### config.mk
export PLATFORM = sky130hd
export DESIGN_NAME = hilo_unit
export DESIGN_NICKNAME = d
export VERILOG_FILES = /design/src/rtl/hilo_unit.sv
export SDC_FILE = /design/constraint.sdc
export NUM_CORES = 1
export LEC_CHECK = 0
export BUFFER_PORTS_ARGS = -buffer_cell sky130_fd_sc_hd__buf_4
export CELL_PAD_IN_SITES_DETAIL_PLACEMENT = 1
export CELL_PAD_IN_SITES_GLOBAL_PLACEMENT = 1
export CORE_ASPECT_RATIO = 1.75
export CORE_MARGIN = 10
export CORE_UTILIZATION = 32
export DETAILED_ROUTE_END_ITERATION = 6
export PLACE_DENSITY_LB_ADDON = 0.1
export SYNTH_ARGS = -nofsm -noshare
export SYNTH_HDL_FRONTEND = slang
export SYNTH_SLANG_ARGS = --single-unit
export TNS_END_PERCENT = 100
### constraint.sdc
create_clock -name clk -period 3.94 [get_ports clk]
set_input_delay 0.788 -clock clk [delete_from_list [all_inputs] [get_ports clk]]
set_output_delay 0.788 -clock clk [all_outputs]
set_load 0.02 [all_outputs]
### src/rtl/hilo_unit.sv
// ============================================================================
//  Module   : hilo_unit
//  Purpose  : EX-stage HI/LO register pair with MUL writeback, MTHI/MTLO and
//             two-cycle MADD/MSUB accumulation (enabled by `HILO_MADD_EN`).
//  Revision : 1.0  initial release
// ============================================================================
`default_nettype none

module hilo_unit (
  input  logic        clk,
  input  logic        rst,
  input  logic        op_valid,
  input  logic [2:0]  op,
  input  logic [63:0] result_mult,
  input  logic [31:0] wdata,
  input  logic        flush,
  output logic        stall_req,
  output logic [31:0] hi_o,
  output logic [31:0] lo_o,
  output logic        busy
);

  localparam logic [2:0] c_op_mul  = 3'd1;
  localparam logic [2:0] c_op_mthi = 3'd2;
  localparam logic [2:0] c_op_mtlo = 3'd3;
`ifdef HILO_MADD_EN
  localparam logic [2:0] c_op_madd = 3'd4;
  localparam logic [2:0] c_op_msub = 3'd5;
`endif

  logic [31:0] r_hi;
  logic [31:0] r_lo;

`ifdef HILO_MADD_EN
  typedef enum logic [0:0] {
    ST_IDLE = 1'b0,
    ST_ACC  = 1'b1
  } state_t;

  state_t      r_state;
  logic [63:0] r_prod_q;
  logic        r_sub_q;
  logic [63:0] w_acc;

  // Modulo-2^64; sign was already resolved by the multiplier.
  assign w_acc = r_sub_q ? ({r_hi, r_lo} - r_prod_q) : ({r_hi, r_lo} + r_prod_q);

  assign stall_req = (r_state == ST_ACC) ||
                     ((r_state == ST_IDLE) && op_valid && !flush &&
                      ((op == c_op_madd) || (op == c_op_msub)));
  assign busy      = (r_state == ST_ACC);
`else
  assign stall_req = 1'b0;
  assign busy      = 1'b0;
`endif

  always_ff @(posedge clk) begin
    if (rst) begin
      r_hi     <= 32'd0;
      r_lo     <= 32'd0;
`ifdef HILO_MADD_EN
      r_state  <= ST_IDLE;
      r_prod_q <= 64'd0;
      r_sub_q  <= 1'b0;
`endif
    end else if (flush) begin
      // Kills an in-flight accumulate without writing HI/LO.
`ifdef HILO_MADD_EN
      r_state <= ST_IDLE;
`endif
    end
`ifdef HILO_MADD_EN
    else if (r_state == ST_ACC) begin
      {r_hi, r_lo} <= w_acc;
      r_state      <= ST_IDLE;
    end
`endif
    else if (op_valid) begin
      case (op)
        c_op_mul:  {r_hi, r_lo} <= result_mult;
        c_op_mthi: r_hi <= wdata;
        c_op_mtlo: r_lo <= wdata;
`ifdef HILO_MADD_EN
        c_op_madd, c_op_msub: begin
          r_prod_q <= result_mult;
          r_sub_q  <= (op == c_op_msub);
          r_state  <= ST_ACC;
        end
`endif
        default: ;
      endcase
    end
  end

  assign hi_o = r_hi;
  assign lo_o = r_lo;

endmodule

`default_nettype wire

# Yosys cells after proc, flatten, opt, wreduce, memory -nomap -nowiden
# Cells that the tools add are included.
dict set report totals {
  reg_bits 64
  in_bits 103
  output_inout_bits 66
  word_cells 12
}
dict set report op_classes {
  n_eq_ne 3
  mux 2
  n_bitwise 1
  n_reduce_logical 4
}
# op count
set ops {}
lappend ops {{32-bit one-hot mux with 2 select lines} 2}
lappend ops {{3-bit by 2-bit equality test with 1-bit output, second input constant} 2}
lappend ops {{3-bit AND reduction} 2}
lappend ops {{2-bit nonzero test} 2}
lappend ops {{3-bit by 1-bit equality test with 1-bit output, second input constant} 1}
lappend ops {{1-bit NOT} 1}

# Logic depth before layout (Yosys ltp)
# Gate-level depths: netlist of run 1.
dict set report logic_depth {
  word_depth 3
  mapped_depth 5
}

# Worst setup path before layout of run 1
# No wires, ideal clock.
dict set report synth_path {
  kind {input -> register}
  start {input port op[2]}
  end {register r_hi[0], in the netlist hi_o[0]}
  arrival_ns 1.688
  slack_ns 2.118
  stages 5
  path_buffers 2
  cell_sequence {nor3b_2 -> and2_0 -> clkbuf_1 -> buf_2 -> a311oi_1}
}
dict set report synth_between {
  elab_chain_cells 3
  word_cells_on_any_way 5
  cone_classes {eq/ne: 2; mux: 1; reduce/logical: 2}
}
# element line
set synth_rtl {}
lappend synth_rtl {{start, declared} 13} ;# input logic [2:0] op,
lappend synth_rtl {{3-bit by 1-bit equality test with 1-bit output / 3-bit by 2-bit equality test with 1-bit output (equally long branches)} 79} ;# case (op)
lappend synth_rtl {{2-bit nonzero test (no line)} -}
lappend synth_rtl {{3-bit AND reduction (no line)} -}
lappend synth_rtl {{end signal, assigned} 80} ;# c_op_mul: {r_hi, r_lo} <= result_mult;
lappend synth_rtl {{end signal, assigned} 81} ;# c_op_mthi: r_hi <= wdata;
lappend synth_rtl {{end, declared} 31} ;# logic [31:0] r_hi;
# Parallel ways exist; a longest one is shown, timed or not.
# A chain may end at the register's enable or synchronous reset.

# Worst setup path after layout of run 1
dict set report layout_path {
  start {input port op[2]}
  end {register r_hi[1], in the netlist hi_o[1]}
}
# The elaborated chain is that of the path after synthesis.

==> results.md, run 1 <==
* Initial antenna violation count at 0
* Post-synth EDFFs at 0
* Status: finished clean
* Post-CTS setup repair buffer count at 0
* Leak at 1.85 nW
* WS Path Type: input port to register
* Worst VDD drop at ~300 uV
* Wire per inst at 21.2 um
* Clock Tree Root: clkbuf_16
* Cells after synthesis at 302
* CTS max path bufs at 2
* Endpoints failing setup at 0
* Slowest CP cell: and2_1
* Die area at between 0.01 and 0.015 sq mm
* Port Buf Inserts at ~170
* PwrDens at roughly 420 mW/mm^2
* Post-route antenna net violation count at 0
* Initial drt markers at slightly below 100
* Max-cap violations at 0
* Global route overflow at 0
* NumNets Final at approximately 550
* Hold/Removal Path Class: register to register
* Die W at between 80 and 90 um
* Die H at 141 um
* First-pass GRT wire length at about 18000 um
* Ys async rst share at 0
* RSZ-0062 raised after global routing: no
* Min Clock Period, post-route at 2260 ps
* TNS Setup at 0 ps
* Area Overhead vs Synth at 59.2%
* Fmax at 442 MHz
* Io pins at roughly 170
* # fillers at between 900 and 1000
* Critical path data required time at around 4100 ps
* Most frequent CP cell: buf_4
* H-Tree Depth at 3
* CTS Hold Bufs at 0
* Clk Latency, worst-skew pair at 330 ps
* Mapped Area at 0.00269 sq mm
* Final wirelength at 11600 um
* CP arrival at around 2500 ps
* Yosys warning count at 0
* Final Hold Fails at 0
* Skew final at 0 ps
* Layout cells sized above 1 at 0.418
* Antenna cell count at 0
* Slew Viols, Final at 0
* Slew HR at 0.243
* Ys flop type: dfxtp_1
* Clk slew on worst S/H paths at ~50 ps
* Post-synth cell types at 18
* Minimum hold slack at 461 ps
* Worst Setup Start Kind: input port
* Yosys reg bits at 64
* CTS tree: built
* HPWL after DPL at a little under 9000 um
* Crit path max fanout at 34
* Largest net degree at the start of global routing at 35
* DR vias at 2998
* Sink Count at 64
* CORE AREA at 0.00826 sq mm
* Pre-antenna DRT Iters at 4
* Initial Util at 0.326
* Slowest Stage Delay on Critical Path at between 400 and 500 ps
* Num CTS Buffers at 9
* # DRC at 0
* # rows at 44
* Global-route usage over all layers at 0.181
* CP endpoint kind: register
* Final period util at 0.574
* Mean area per synthesized cell at 8.92 sq um
* Pin slew with the least headroom to its limit at roughly 1100 ps
* GP Congestion at 0.792
* Number of global-route vias before repair at 3311
* Register area share after synthesis at 0.476
* Vias/cell at between 5 and 6
* Sequence of cells on the critical path: buf_4 > nor3b_4 > buf_4 > and2_1 > buf_4 > a311oi_1
* Post-CTS Resized at 0
through the flow:
step | cells | cell area (sq um) | total power [W] | setup slack (ps) | util
final | 547 | 4290 | 0.00179 | 1680 | 0.519
after global routing | 547 | 4290 | 0.00185 | 1620 | 0.519
after CTS | 547 | 4290 | 0.00181 | 1720 | 0.519
after detailed placement | 531 | 3970 | 0.000963 | 1370 | 0.481
after global placement | 531 | 3970 | 0.000957 | 1420 | 0.481
after floorplan | 303 | 2700 | 0.000813 | 2120 | -
kinds of logic after synthesis:
group / after synthesis / share of synthesized area
AO/OA/AOI/OAI: 129 / 0.344
AND/OR/NAND/NOR: 70 / 0.110
flip-flops: 64 / 0.476
buffers and inverters: 37 / 0.0627
XOR/XNOR: 1 / 0.00604
other: 1 / 0.00139
worst max-delay path, delay by kind of cell:
kind / cells / cell delay, ps
and+or+nand+nor: 2 / 630
AOI/OAI and AO/OA: 1 / 140
buffers and inverters: 3 / 890
path summary, 6_finish.rpt:
check / start / end / slack, ps / cells past startpoint
setup / recovery: op[2] / hi_o[1] / 1680 / 6
hold / removal: lo_o[16] / lo_o[16] / 460 / 1
setup reg to reg: hi_o[26] / hi_o[26] / 3160 / 2
hold reg to reg: lo_o[16] / lo_o[16] / 460 / 1
area by class of cell:
type                    count  area (sq um)  area share
clock buffers              13           250      0.0583
clock inverters             3          65.1      0.0152
inverters                   1          3.75    0.000875
multi-input cells         202          1280       0.299
flip-flops and latches     64          1280       0.299
well taps                  92           115      0.0268
repair buffers            172          1290       0.301
layout by cell type (no fill, tap or decap), types with 2 or more instances in the layout:
cell type,n
conb_1,2
nand2_1,64
a21oi_1,32
a311oi_1,32
o2bb2ai_1,31
clkbuf_16,9
o22ai_1,32
dfxtp_1,64
bufinv_16,2
clkbuf_1,3
nor3b_4,2
buf_4,172
flip-flops by register name, summed over array words and instances (netlist names):
name  flops
hi_o     32
lo_o     32
where the power goes:
| group | internal, W | switching, W |
|---|---|---|
| clock network | 0.000570 | 0.000271 |
| logic | 0.000128 | 0.000139 |
| registers | 0.000668 | 0.0000112 |
routing by layer:
| metal | wire length, um | track usage |
|---|---|---|
| met1 | 4420 | 0.190 |
| met2 | 5960 | 0.311 |
| met3 | 1010 | 0.0717 |
| met4 | 225 | 0.0665 |
| met5 | 0 | 0 |
cell usage after synthesis, drive strengths merged (2+ instances only):
| cell type | count | area [sq um] |
|---|---|---|
| buf | 20 | 105 |
| o22ai | 32 | 200 |
| a311oi | 32 | 280 |
| dfxtp | 64 | 1280 |
| o2bb2ai | 31 | 272 |
| nand2 | 64 | 240 |
| nor3b | 2 | 25.0 |
| a21oi | 33 | 165 |
| clkbuf | 16 | 60.1 |
Power figures use the tool's default switching activity.
==> inputs of run 2 (changes only) <==
- CORE_UTILIZATION: 32 -> 27
- clock period: 3.94 -> 2 ns (I/O delays scaled with it)
==> run 2 against run 1 <==
Against the previous run: count of clock-buffer cells in the layout decreased by 1; sequential cell count unchanged; die area increased by 15%; via count grew 0.43%; wire length increased by 6.3%; first-iteration DRC count increased by 18%; cell area increased by 1.5%; largest power group unchanged; combinational power up 100%; cell count up 6.8%; sequential power grew 97%; highest routed layer unchanged; critical endpoint is now hi_o[13]; non-clock buffer count grew 7; register-to-register slack worse by 1900 ps.
==> results.md, run 2 (synthesis results as in run 1) <==
* Hold/Removal Path Class: input port to register
* Initial drt markers at approximately 120
* Layout cells sized above 1 at 0.427
* Post-CTS setup repair buffer count at 0
* Die H at 152 um
* Critical path data required time at 2180 ps
* Final Hold Fails at 0
* Die W at 95.5 um
* # rows at 48
* Clock Tree Root: clkbuf_16
* Port Buf Inserts at approximately 170
* Layout Utilization at 0.445
* Status: finished clean
* Commonest non-fill, non-tap cell in the layout: buf_4
* Pwr Total at 0.00328 W
* Post-CTS Resized at 0
* Pre-antenna DRT Iters at 4
* First-pass GRT wire length at approximately 19000 um
* # DRC at 0
* Min Clock Period, post-route at 1430 ps
* Post-route antenna net violation count at 0
* Antenna cell count at 0
* TNS Setup at 0 ps
* Num CTS Buffers at 9
* PwrDens at 752 mW/mm^2
* CP endpoint kind: register
* Multi-input gate area at 0.00128 sq mm
* Area Overhead vs Synth at 61.6%
* Hold path depth at 3
* Die area at approximately 0.015 sq mm
* Max-cap violations at 0
* Placed cell count at 571
* Worst VDD drop at 466 uV
* RSZ-0062 raised after global routing: no
* GP Congestion at between 0.7 and 0.8
* NumNets Final at 560
* Skew final at 0 ps
* Wire per inst at 21.1 um
* Dpl cell area at 0.00409 sq mm
* Final wirelength at 12300 um
* H-Tree Depth at 3
* DR vias at 3011
* CTS tree: built
* Clk slew on worst S/H paths at 50 ps
* CTS max path bufs at 2
* Initial antenna violation count at 0
* Slew HR at 0.365
* Worst Reg2Reg Path Length in Cells at 2
* WS Path Type: input port to register
* Largest net degree at the start of global routing at 33
* Initial Util at 0.275
* Slew Viols, Final at 0
* Non-filler cells, final at 584
* Global-route usage over all layers at 0.167
* CTS Hold Bufs at 0
* Clk Latency, worst-skew pair at 320 ps
* Fmax at roughly 700 MHz
* Io pins at 169
* Sequence of cells on the critical path: buf_4 > or3b_2 > nand2_1 > a311oi_1
* Commonest cells after routing, fill and taps aside: 177 x buf_4, 64 x nand2_1, 64 x dfxtp_1
* Endpoints failing setup at 0
* Leak at 1.87 nW
* Storage cell area at 0.00128 sq mm
* CP arrival at 1620 ps
* Worst Setup Start Kind: input port
* Sink Count at 64
* Slowest Stage Delay on Critical Path at 780 ps
* Crit path max fanout at 32
* Pin slew with the least headroom to its limit at between 900 and 1000 ps
* Design Area, Final at 0.00435 sq mm
* Global route overflow at 0
* Number of global-route vias before repair at 3279
* # fillers at 1149
* Final period util at 0.717
* CORE AREA at 0.00979 sq mm
* HPWL after DPL at 9360 um
* Slowest CP cell: or3b_2
* Vias/cell at between 5 and 6
==> run 2: cell count changes in the layout (fill, tap and decap cells not counted) <==
cell / change
buf_4: +5
buf_12: +2
bufinv_16: -2
clkbuf_1: -2
clkbuf_8: +1
==> run 2: worst paths after layout <==
path | startpoint | end | slack, ps
max reg2reg | hi_o[16] | hi_o[16] | 1270
min reg2reg | lo_o[0] | lo_o[0] | 460
min | result_mult[55] | hi_o[23] | 350
max | op[2] | hi_o[13] | 570
==> run 2: critical path, delay by kind of cell <==
kind	cells	cell delay [ps]
buffers and inverters	1	140
AOI/OAI and AO/OA	1	100
and+or+nand+nor	2	950
==> run 2: cell type report <==
type | count | share of cell area
Clock inverter | 1 | 0.00115
Inverter | 1 | 0.000862
Clock buffer | 12 | 0.0589
Timing Repair Buffer | 179 | 0.314
Multi-Input combinational cell | 202 | 0.295
Tap cell | 125 | 0.0359
Sequential cell | 64 | 0.294
==> run 2: where the power goes <==
group          total [W]  switching [W]  internal (W)
Clock            0.00139       0.000512      0.000882
Combinational   0.000544       0.000282      0.000263
Sequential       0.00134      0.0000210       0.00132
==> run 2: stage by stage <==
step	hold slack, ps	setup slack, ps
detailed placement	448	209
CTS	342	537
floorplan	546	566
global placement	448	254
finish	354	566
global route	352	453
==> run 2: metal layers <==
metal	routed length, um	part of all wire	global-route usage
met5	0	0	0
met4	226	0.018	0.0501
met3	1000	0.081	0.0641
met2	6330	0.51	0.286
met1	4790	0.39	0.183
==> inputs of run 3 (changes only) <==
- ABC_AREA: default -> 1
- clock period: 2 -> 1.3 ns (I/O delays scaled with it)
==> run 3 against run 2 <==
Against the previous run: global-route usage is 0.12 points higher; sequential cell count stayed put; first-iteration DRC count is 13% lower; worst hold slack worse by 120 ps.
==> results.md, run 3 <==
* Status: finished clean
* Pre-antenna DRT Iters at 5
* Ys flop type: dfxtp_1
* GP Congestion at 0.842
* Layout cells sized above 1 at 0.306
* Die area at 0.0188 sq mm
* CP endpoint kind: output port
* Storage cell area at roughly 0.0013 sq mm
* Slew Viols, Final at 0
* Ranking of synthesized cells by area: dfxtp_1 35%, nand2_1 20%, inv_1 10%
* Num CTS Buffers at 9
* Max-cap violations at 0
* Crit path depth at 1
* Port Buf Inserts at 166
* Post-CTS Resized at 0
* PwrDens at 1030 mW/mm^2
* Antenna cell count at 0
* Hold path depth at 5
* Yosys warning count at 0
* RSZ-0062 raised after global routing: no
* Cells after synthesis at 632
* CORE AREA at 0.0134 sq mm
* Cell family with most CP delay: flip-flops
* Synth top cells by count: 194 x nand2_1, 98 x inv_1, 97 x nor2_1
* Post-synth EDFFs at 0
* Area Overhead vs Synth at 53.6%
* Yosys reg bits at 64
* R2r startpoint: hi_o[19]
* Wire per inst at 16.3 um
* Sequence of cells on the critical path: buf_4
* CP Launch Point: hi_o[20]
* Leak at approximately 3.2 nW
* Cell with the most instances after synthesis: nand2_1
* Worst Hold Launch: result_mult[25]
* Slowest Stage Delay on Critical Path at 370 ps
* Final period util at 0.861
* Placed cell count at 959
* Register area share after synthesis at 0.349
* Commonest cells after routing, fill and taps aside: 194 x nand2_1, 176 x buf_4, 98 x inv_1
* Initial Util at 0.274
* Skew final at 0 ps
* Crit path max fanout at 2
* Worst Reg2Reg Path Length in Cells at 4
* Min Clock Period, post-route at between 1000 and 1500 ps
* Global-route usage over all layers at 0.168
* # fillers at approximately 1800
* Mapped Area at 0.00367 sq mm
* Largest net degree at the start of global routing at 65
* Ys async rst share at 0
* Die H at 174 um
* Dpl cell area at 0.00532 sq mm
* Endpoints failing setup at 0
* Multi-input gate area at 0.00183 sq mm
* HPWL after DPL at 12700 um
* Yosys top cell by area: dfxtp_1
* CP arrival at 860 ps
* Io pins at 169
* Worst Setup Start Kind: register
* Number of global-route vias before repair at 4787
* NumNets Final at 899
* Design Area, Final at 0.00564 sq mm
* Global route overflow at 0
* Clock Tree Root: clkbuf_16
* CP bufs+invs at 1
* Post-synth cell types at 16
* Die W at 108 um
* Minimum hold slack at 237 ps
* CTS Hold Bufs at 0
* Mean area per synthesized cell at 5.81 sq um
* # DRC at 0
* First-pass GRT wire length at 24800 um
* Clk slew on worst S/H paths at approximately 60 ps
* Initial antenna violation count at 0
* H-Tree Depth at 3
* CTS max path bufs at 2
* Initial drt markers at 102
* Commonest non-fill, non-tap cell in the layout: nand2_1
* Layout Utilization at 0.421
* CTS tree: built
* Final Hold Fails at 0
* Critical path data required time at 1040 ps
* Worst VDD drop at 553 uV
* DR vias at 4317
* Vias/cell at 4.43
* Final wirelength at 15900 um
* Top cell type's share of synthesized area at 0.349
* Slowest CP cell: dfxtp_1
* # rows at 56
* Pwr Total at 0.00583 W
* Non-filler cells, final at 975
* Post-route antenna net violation count at 0
* Clk Latency, worst-skew pair at 330 ps
* Fmax at about 890 MHz
* Sink Count at 64
* Hold/Removal Path Class: input port to register
* Post-CTS setup repair buffer count at 0
* WS Path Type: register to output port
-- run 3: final timing paths --
| path | end | slack, ps |
|---|---|---|
| max | hi_o[20] | 180 |
| min | lo_o[25] | 240 |
| max reg2reg | hi_o[19] | 600 |
| min reg2reg | lo_o[3] | 520 |
-- run 3: cell families (layout without fill, tap and decap cells) --
| kind of cell | Yosys count | after routing | share of synthesized area |
|---|---|---|---|
| simple gates | 395 | 395 | 0.454 |
| compound gates | 32 | 32 | 0.0436 |
| flops | 64 | 64 | 0.349 |
| other cells | 1 | 2 | 0.00102 |
| buf+inv | 140 | 308 | 0.152 |
-- run 3: layer usage --
layer	up-vias	wire, um	track usage
li1	2193	-	-
met1	1968	5840	0.161
met2	135	8570	0.320
met3	21	1190	0.0556
met4	0	333	0.0548
met5	-	0	0
-- run 3: per-stage QoR --
stage | setup slack [ps] | TNS, ps
2_1_floorplan | 251 | 0
3_3_place_gp | -32.8 | -72.2
3_5_place_dp | -32.4 | -141
4_1_cts | 143 | 0
5_1_grt | 138 | 0
6_report | 180 | 0
-- run 3: cell type report --
type                            count  share of cell area
Clock buffer                       11              0.0430
Clock inverter                      5              0.0142
Inverter                          102              0.0679
Multi-Input combinational cell    429               0.325
Sequential cell                    64               0.227
Tap cell                          174              0.0386
Timing Repair Buffer              190               0.284
-- run 3: power by group --
group	total, W	internal (W)	switching (W)
registers	0.00208	0.00204	0.0000445
clock network	0.00264	0.00173	0.000914
logic	0.00110	0.000531	0.000572
